===== config.mk =====
export PLATFORM = sky130hd
export DESIGN_NAME = execute_bitcount_flat
export DESIGN_NICKNAME = d
export VERILOG_FILES = /design/src/rtl/execute_bitcount_if.sv /design/src/rtl/execute_bitcount.sv /design/src/flat_wrapper.sv
export SDC_FILE = /design/constraint.sdc
export NUM_CORES = 1
export LEC_CHECK = 0
export CAP_MARGIN = 20
export CORE_UTILIZATION = 60
export DETAILED_ROUTE_END_ITERATION = 8
export PLACE_DENSITY = 0.95
export SLEW_MARGIN = 40
export SYNTH_ARGS = -nofsm -noshare
export SYNTH_HDL_FRONTEND = slang
export SYNTH_SLANG_ARGS = --single-unit

===== constraint.sdc =====
create_clock -name clk -period 8.1 [get_ports clk]
set_input_delay 1.215 -clock clk [delete_from_list [all_inputs] [get_ports clk]]
set_output_delay 1.215 -clock clk [all_outputs]
set_load 0.05 [all_outputs]

===== src/rtl/execute_bitcount_if.sv =====
// Operand-issue and result handshake channels for the pipelined bit-count unit.
// Producers connect to master; the unit itself connects to slave.
interface execute_bitcount_if #(
  parameter int WIDTH = 32,
  parameter int TAGW  = 5
);
  localparam int CW = $clog2(WIDTH) + 1;

  logic             in_valid;
  logic             in_ready;
  logic [WIDTH-1:0] in_data;
  logic [1:0]       in_mode;
  logic [TAGW-1:0]  in_tag;

  logic             out_valid;
  logic             out_ready;
  logic [CW-1:0]    out_count;
  logic             out_zero;
  logic             out_err;
  logic [TAGW-1:0]  out_tag;

  modport master (
    output in_valid, in_data, in_mode, in_tag, out_ready,
    input  in_ready, out_valid, out_count, out_zero, out_err, out_tag
  );

  modport slave (
    input  in_valid, in_data, in_mode, in_tag, out_ready,
    output in_ready, out_valid, out_count, out_zero, out_err, out_tag
  );
endinterface


===== src/rtl/execute_bitcount.sv =====
// Two-stage CLZ/CTZ/POPCNT unit: S1 registers per-byte leading-zero and popcount
// summaries, S2 combines them with a group priority pick and an adder tree.
module execute_bitcount #(
  parameter int WIDTH = 32,
  parameter int TAGW  = 5
) (
  input  logic             clk,
  input  logic             reset_n,
  execute_bitcount_if.slave bc
);
  localparam int CW = $clog2(WIDTH) + 1;
  localparam int NG = WIDTH / 8;

  localparam logic [1:0] MODE_CLZ = 2'b00;
  localparam logic [1:0] MODE_CTZ = 2'b01;
  localparam logic [1:0] MODE_POP = 2'b10;
  localparam logic [1:0] MODE_RSV = 2'b11;

  function automatic logic [3:0] lz8(input logic [7:0] b);
    logic [3:0] n;
    n = 4'd8;
    for (int i = 0; i < 8; i++) begin
      if (b[i]) n = 4'(7 - i);
    end
    return n;
  endfunction

  function automatic logic [3:0] pc8(input logic [7:0] b);
    logic [3:0] n;
    n = 4'd0;
    for (int i = 0; i < 8; i++) begin
      n = n + {3'b000, b[i]};
    end
    return n;
  endfunction

  // Flow-control state
  logic            s1_valid;
  logic            out_valid_q;
  logic            s2_adv;
  logic            s1_adv;
  logic            in_xfer;

  // S1 registers
  logic [3:0]      s1_lz [NG];
  logic [3:0]      s1_pc [NG];
  logic [1:0]      s1_mode;
  logic [TAGW-1:0] s1_tag;
  logic            s1_zero;

  // S2 (output) registers
  logic [CW-1:0]   out_count_q;
  logic            out_zero_q;
  logic            out_err_q;
  logic [TAGW-1:0] out_tag_q;

  assign s2_adv  = !out_valid_q || bc.out_ready;
  assign s1_adv  = !s1_valid || s2_adv;
  assign in_xfer = bc.in_valid && s1_adv;

  assign bc.in_ready  = s1_adv;
  assign bc.out_valid = out_valid_q;
  assign bc.out_count = out_count_q;
  assign bc.out_zero  = out_zero_q;
  assign bc.out_err   = out_err_q;
  assign bc.out_tag   = out_tag_q;

  // CTZ becomes CLZ of the bit-reversed operand so both share one path.
  logic [WIDTH-1:0] op_rev;
  logic [WIDTH-1:0] op;
  logic [3:0]       g_lz [NG];
  logic [3:0]       g_pc [NG];

  always_comb begin
    op_rev = '0;
    for (int i = 0; i < WIDTH; i++) begin
      op_rev[i] = bc.in_data[WIDTH-1-i];
    end
    op = (bc.in_mode == MODE_CTZ) ? op_rev : bc.in_data;
  end

  always_comb begin
    for (int g = 0; g < NG; g++) begin
      g_lz[g] = lz8(op[WIDTH-1-8*g -: 8]);
      g_pc[g] = pc8(op[WIDTH-1-8*g -: 8]);
    end
  end

  always_ff @(posedge clk or negedge reset_n) begin
    if (!reset_n) begin
      s1_valid <= 1'b0;
      s1_mode  <= '0;
      s1_tag   <= '0;
      s1_zero  <= 1'b0;
      for (int g = 0; g < NG; g++) begin
        s1_lz[g] <= '0;
        s1_pc[g] <= '0;
      end
    end else if (s1_adv) begin
      s1_valid <= bc.in_valid;
      if (in_xfer) begin
        s1_mode <= bc.in_mode;
        s1_tag  <= bc.in_tag;
        s1_zero <= ~|bc.in_data;
        for (int g = 0; g < NG; g++) begin
          s1_lz[g] <= g_lz[g];
          s1_pc[g] <= g_pc[g];
        end
      end
    end
  end

  // Group 0 is the most significant byte, so the lowest non-empty index wins.
  logic [CW-1:0] lz_cnt;
  logic [CW-1:0] pc_sum;
  logic [CW-1:0] count_nxt;

  always_comb begin
    lz_cnt = CW'(WIDTH);
    for (int g = NG - 1; g >= 0; g--) begin
      if (s1_lz[g] != 4'd8) lz_cnt = CW'(8 * g) + CW'(s1_lz[g]);
    end
    pc_sum = '0;
    for (int g = 0; g < NG; g++) begin
      pc_sum = pc_sum + CW'(s1_pc[g]);
    end
    case (s1_mode)
      MODE_CLZ, MODE_CTZ: count_nxt = lz_cnt;
      MODE_POP:           count_nxt = pc_sum;
      default:            count_nxt = '0;
    endcase
  end

  always_ff @(posedge clk or negedge reset_n) begin
    if (!reset_n) begin
      out_valid_q <= 1'b0;
      out_count_q <= '0;
      out_zero_q  <= 1'b0;
      out_err_q   <= 1'b0;
      out_tag_q   <= '0;
    end else if (s2_adv) begin
      out_valid_q <= s1_valid;
      if (s1_valid) begin
        out_count_q <= count_nxt;
        out_zero_q  <= s1_zero;
        out_err_q   <= (s1_mode == MODE_RSV);
        out_tag_q   <= s1_tag;
      end
    end
  end
endmodule

===== src/flat_wrapper.sv =====
// flat-port wrapper written by rule: the top's interface ports become plain ports
module execute_bitcount_flat 
#(
  parameter int WIDTH = 32,
  parameter int TAGW  = 5
)
  (clk, reset_n, bc_in_valid, bc_in_data, bc_in_mode, bc_in_tag, bc_out_ready, bc_in_ready, bc_out_valid, bc_out_count, bc_out_zero, bc_out_err, bc_out_tag);
  execute_bitcount_if #(.WIDTH(WIDTH), .TAGW(TAGW)) bc_i ();
  input  logic clk;
  input  logic reset_n;
  input wire logic [$bits(bc_i.in_valid)-1:0] bc_in_valid;
  input wire logic [$bits(bc_i.in_data)-1:0] bc_in_data;
  input wire logic [$bits(bc_i.in_mode)-1:0] bc_in_mode;
  input wire logic [$bits(bc_i.in_tag)-1:0] bc_in_tag;
  input wire logic [$bits(bc_i.out_ready)-1:0] bc_out_ready;
  output wire logic [$bits(bc_i.in_ready)-1:0] bc_in_ready;
  output wire logic [$bits(bc_i.out_valid)-1:0] bc_out_valid;
  output wire logic [$bits(bc_i.out_count)-1:0] bc_out_count;
  output wire logic [$bits(bc_i.out_zero)-1:0] bc_out_zero;
  output wire logic [$bits(bc_i.out_err)-1:0] bc_out_err;
  output wire logic [$bits(bc_i.out_tag)-1:0] bc_out_tag;
  assign bc_i.in_valid = bc_in_valid;
  assign bc_i.in_data = bc_in_data;
  assign bc_i.in_mode = bc_in_mode;
  assign bc_i.in_tag = bc_in_tag;
  assign bc_i.out_ready = bc_out_ready;
  assign bc_in_ready = bc_i.in_ready;
  assign bc_out_valid = bc_i.out_valid;
  assign bc_out_count = bc_i.out_count;
  assign bc_out_zero = bc_i.out_zero;
  assign bc_out_err = bc_i.out_err;
  assign bc_out_tag = bc_i.out_tag;
  execute_bitcount #(.WIDTH(WIDTH), .TAGW(TAGW)) u_core (.clk(clk), .reset_n(reset_n), .bc(bc_i));
endmodule

Yosys cells after proc, flatten, opt, wreduce, memory -nomap -nowiden. Index checks and enable logic that the tools add are counted.

Add/subtract/negate cells: 34. Eq/ne operators: 8. Muxes and demuxes: 38. Reductions and logical operators: 11.

Operators by type and width (count): $mux 4 (32); $add 4x1->4 (24); $mux 32 (1); $reduce_or 32->1 (1); $mux 6 (4); $ne 4x4->1 const B (4); $add 5x4->6 const A (2); $add 6x4->6 (2); $pmux 6 s2 (1); $add 1x1->2 (4); $add 4x4->5 (1); $add 4x4->5 const A (1); $eq 2x1->1 const B (2); $eq 2x2->1 const B (2); $reduce_and 2->1 (2); $logic_not 1->1 (3); $logic_not 2->1 (1); $logic_or 1x1->1 (2); $reduce_or 2->1 (1); $logic_and 1x1->1 (1).

Bits in registers: 55. Input port bits: 43. Output and inout port bits: 15. Word-level logic and storage cells: 108.

Depth between registers and ports, before layout.
Depth in word-level cells: 10. Depth in mapped cells: 16. Mapped depth without buffers: 13.

Worst setup path after synthesis. No wires, ideal clock.

Path type: input port to flip-flop. Start: in bc_in_mode[0]. End: reg u_core.s1_pc[1] (netlist bit). Library setup time: 125 ps. Data arrival time: 4389 ps. Data required time: 7975 ps. Setup slack: 3586 ps. Stages on the path: 14. Buffers on the path: 3. Cell sequence: nor2b_4 -> buf_6 -> buf_12 -> buf_4 -> nand2_1 -> nand2_1 -> ha_1 -> inv_1 -> fa_1 -> fa_1 -> inv_1 -> fa_1 -> fa_1 -> mux2_2.

RTL lines: start: declaration (line flat_wrapper.sv:13) `input wire logic [$bits(bc_i.in_mode)-1:0] bc_in_mode;`; end signal: indexed assignment (line execute_bitcount.sv:107) `s1_pc[g] <= g_pc[g];`; end: declaration (line execute_bitcount.sv:46) `logic [3:0] s1_pc [NG];`.

Final worst setup path.
Start: in bc_in_mode[0]. End: reg u_core.s1_pc[2] (netlist bit).

Longest elaborated chain between the ends: 9.

Ends and longest elaborated chain: $eq 2x1->1 * (line execute_bitcount.sv:79) `op = (bc.in_mode == MODE_CTZ) ? op_rev : bc.in_data;`; $mux 32 * (line execute_bitcount.sv:79); $add 1x1->2 (line execute_bitcount.sv:32) `n = n + {3'b000, b[i]};`; $add 4x1->4 (5 in a row) (line execute_bitcount.sv:32); $add 4x1->4 * (line execute_bitcount.sv:32).

Every way passes the cells marked *; elsewhere a longest branch is shown, timed or not. A chain may end at the register's enable or synchronous reset.

==> results by stage <==
Status:
- The run finished with clean final reports.

Critical path:
- The worst path arrival time is 5.28 ns.
- The cell family contributing the most delay on the critical path is adder cells.
- The setup path with the least slack is of type in2reg.
- The reg-to-reg startpoint is u_core.s1_pc[8].
- The slowest stage of the critical path belongs to the cell clkdlybuf4s50_1.
- The worst setup path startpoint is bc_in_mode[0].
- The worst register-to-register path has a depth of 11.
- STA classifies the critical path startpoint as an input pin.
- The cell that appears most often on the critical path is fa_1.
- The kind of capture point of the worst setup path is a register.
- The required time of the critical path is 8.28 ns.
- The peak fanout along the critical path is 23.
- The longest individual stage delay on the worst path is around 0.55 ns.
- The cell depth of the worst setup path is 15.
- The signal on the critical path passes through clkdlybuf4s50_1, nor2b_4, clkbuf_16, nand2_1, nand2_1, ha_1, inv_1, fa_1, fa_1, inv_1, fa_1, fa_1, xor2_1, nor2_1, a21oi_1.
- The number of buffers and inverters on the critical path is 4.

Place:
- The number of port buffers is between 50 and 60.
- Timing analysis after detailed placement gives a worst setup slack of around 2.6 ns.
- The post-DP HPWL is ~8.5 mm.
- The instance count after placement with tap cells included is around 610.
- The final weighted congestion in routability-driven placement is approximately 0.93.

Final layout:
- Leaving out fill and tap cells, the most frequent cell in the layout is nand2_1.
- The final net count is approximately 600.
- The fraction of final layout cells sized beyond drive strength 1 is 0.08238.
- The number of fill cells is between 400 and 500.
- Relative to the synthesized area, the layout overhead comes to 16.51%.
- The number of antenna cells inserted is 0.
- The final non-filler cell total is ~620.
- The library cells used most frequently in the layout, excluding fill and tap cells, are 89 x nand2_1, 57 x inv_1, 56 x clkdlybuf4s50_1, 55 x dfrtp_1, 32 x ha_1.

Floorplanning:
- slightly below 60 I/O pins were placed.
- The floorplan has 30 rows.
- In this run the standard cell core region covers 6907 um^2.
- The die covers around 7600 um^2.
- The initial utilization of the core area, before any placement, comes to 0.6310.
- The height of the die is 87.23 um.
- In this run the horizontal extent of the chip is just under 90 um.

Clock tree:
- The clock passes through at most 2 buffers.
- The tree is rooted in a clkbuf_8.
- The clock latency of the later-clocked register in the worst-skew pair is 0.31 ns.
- The total number of clock tree sinks is 55.
- The number of CTS-inserted buffers is 5.
- Post-CTS timing repair inserted 0 buffers for setup.
- The H-tree was split into 2 levels.
- The cts-stage hold buffer count is 0.
- The number of gates resized after cts is 0.
- After clock tree synthesis, the clock-pin slew on the worst setup and hold paths is approximately 0.1 ns.
- TritonCTS built the clock tree.

Run:
- The number of violations of the max-capacitance limit is 0.

Timing:
- For the pin with the worst max-slew slack, the measured transition is between 0.6 and 0.7 ns.
- Setup violations remaining at the end of the flow were counted as 0.
- The final-report hold violation count is 0.
- Of the available clock period, the critical path in the final layout requires 0.6287.
- The number of pins exceeding their max-slew limit in the final report came to 0.
- Hold timing on the final database bottoms out at a slack of approximately 0.48 ns.
- The relative max-transition margin is 0.5369.
- The final critical-path setup slack is 3.008 ns.
- Setup repair after global routing left no endpoint under its margin.
- After layout, the minimum clock period comes to about 5 ns.
- The achievable clock frequency is between 150 and 200 MHz.
- The accumulated negative setup slack is 0 ns.
- The post-route clock skew is roughly 0.011 ns.

Power and ir drop:
- The relative contribution of the clock network to total power is 0.149.
- The worst supply voltage drop on vdd is 0.0001982 V.
- The static leakage power is 2.457 nW.
- The share of total power dissipated in combinational logic is 0.553.
- Power spread over the standard cell area amounts to roughly 250 nW/um^2.
- In this run the power spent charging and discharging nets is 0.5478 mW.
- The cell internal power dissipation is roughly 0.72 mW.
- Of the total power, the share spent switching nets is 0.4318.
- The sequential power share is 0.298.

Route:
- The number of vias after detailed routing is 3610.
- The detailed router's first-iteration violation count is ~240.
- The final routed wire length divided by cell count is 17.62 um.
- The first TritonRoute pass finished after 5 iterations.
- The detail-routed via count per cell is about 6.
- The count of unresolved DRC violations after routing is 0.
- The total length of routed wires is around 11 mm.
- The remaining antenna violation count after routing is 0.

Logic synthesis:
- The dominant synthesized flop cell is dfrtp_1.
- The number of distinct standard cells referenced by the synthesized netlist is 62.
- The post-synth net total is 567.
- After technology mapping, the gate count stands at 470.
- Of the synthesized area, sequential elements account for 0.3158.
- The number of synthesized register bits is 55.
- The total number of yosys warnings is 0.
- After synthesis the cells add up to 4358 um^2.
- After synthesis, the share of flip-flops with an asynchronous set or reset is 1.000.
- The number of enable-type register cells in the synthesized netlist is 0.
- The average cell area after synthesis is roughly 9.3 um^2.

Global routing:
- The overall global routing resource usage is 0.3118.
- The initial antenna violation count is 0.
- The remaining global-route overflow is 0.
- The first global-routing pass estimated 17.72 mm of wire.
- Entering global routing, the biggest net connects 56 pins.
- The via count of the first global-routing pass was roughly 3700.

Hold path:
- Counting instances, the worst hold path has a depth of 2.
- The min-delay analysis places its worst path in the category reg2reg.
- The source of the worst hold timing path is u_core.s1_lz[1].
==> routing by layer <==
metal  part of all wire  vias up  track usage
met1               0.40     1704       0.3703
li1                   -     1688            -
met4              0.047        0       0.1639
met2               0.49      171       0.5476
met5                  0        -            0
met3              0.061       47      0.04645
==> power groups by stage <==
stage	Clock, mW	Sequential [mW]	Combinational [mW]
floorplan	0	0.437	0.405
CTS	0.187	0.377	0.699
detailed placement	0	0.382	0.691
finish	0.189	0.378	0.701
global placement	0	0.378	0.638
global route	0.198	0.385	0.771
==> per-stage QoR <==
| stage | cell area (um^2) | total power [mW] | utilization |
|---|---|---|---|
| after floorplan | 4358 | 0.8421 | - |
| after global placement | 4936 | 1.016 | 0.7147 |
| after detailed placement | 4936 | 1.072 | 0.7147 |
| after CTS | 5052 | 1.263 | 0.7315 |
| after global routing | 5077 | 1.353 | 0.7351 |
| final | 5077 | 1.268 | 0.7351 |
==> cells by family (layout without fill, tap and decap cells) <==
kind of cell	count (synthesis)	count (layout)	synth area share
AO/OA/AOI/OAI	86	86	0.1349
XOR/XNOR	8	8	0.01608
AND/OR/NAND/NOR	158	158	0.1720
buffers and inverters	73	125	0.07723
flip-flops	55	55	0.3158
multiplexers	36	36	0.09101
adder cells (fa/ha/maj)	54	54	0.1929
==> Yosys cell counts (6+ instances only) <==
cell type / n / share of area
o31ai_1: 6 / 0.010
xor2_1: 8 / 0.016
mux2i_1: 18 / 0.041
a21o_1: 6 / 0.010
mux2_2: 16 / 0.041
buf_4: 6 / 0.010
nor2_1: 30 / 0.026
o21ai_0: 20 / 0.023
nand2_1: 89 / 0.077
dfrtp_1: 55 / 0.32
ha_1: 32 / 0.092
fa_1: 22 / 0.10
inv_1: 57 / 0.049
a21oi_1: 18 / 0.021
==> worst reg2reg max path, stage by stage (launching register included) <==
cell and delay [ns]:
dfrtp_1 0.43, ha_1 0.23, inv_1 0.09, fa_1 0.42
inv_1 0.09, fa_1 0.42, ha_1 0.25, fa_1 0.40
a21o_1 0.17, a21oi_1 0.19, a2bb2oi_1 0.18, o21ai_0 0.10
==> area by class of cell <==
type	count	area, um^2	area share
Inverter	57	214.0	0.04214
Timing Repair Buffer	60	605.6	0.1193
Clock inverter	3	47.55	0.009364
Tap cell	96	120.1	0.02366
Multi-Input combinational cell	342	2645	0.5209
Clock buffer	5	68.82	0.01355
Sequential cell	55	1376	0.2711
==> sequential cells by signal, summed over array words and instances, names as in the netlist, 2 cells and up <==
signal / count
u_core.s1_mode: 2
u_core.bc.out_count: 6
u_core.s1_tag: 5
u_core.s1_pc: 16
u_core.bc.out_tag: 5
u_core.s1_lz: 16
==> path summary, 6_finish.rpt <==
kind / to / slack [ns]
worst max-delay path: u_core.s1_pc[2] / 3.01
max in group asynchronous: u_core.s1_lz[7] / 6.61
min in group asynchronous: u_core.s1_pc[3] / 1.02
worst max register to register: u_core.bc.out_count[5] / 5.03
worst min register to register: u_core.s1_lz[1] / 0.48
worst min-delay path: u_core.s1_lz[1] / 0.48
(Power assumes the default switching activity.)
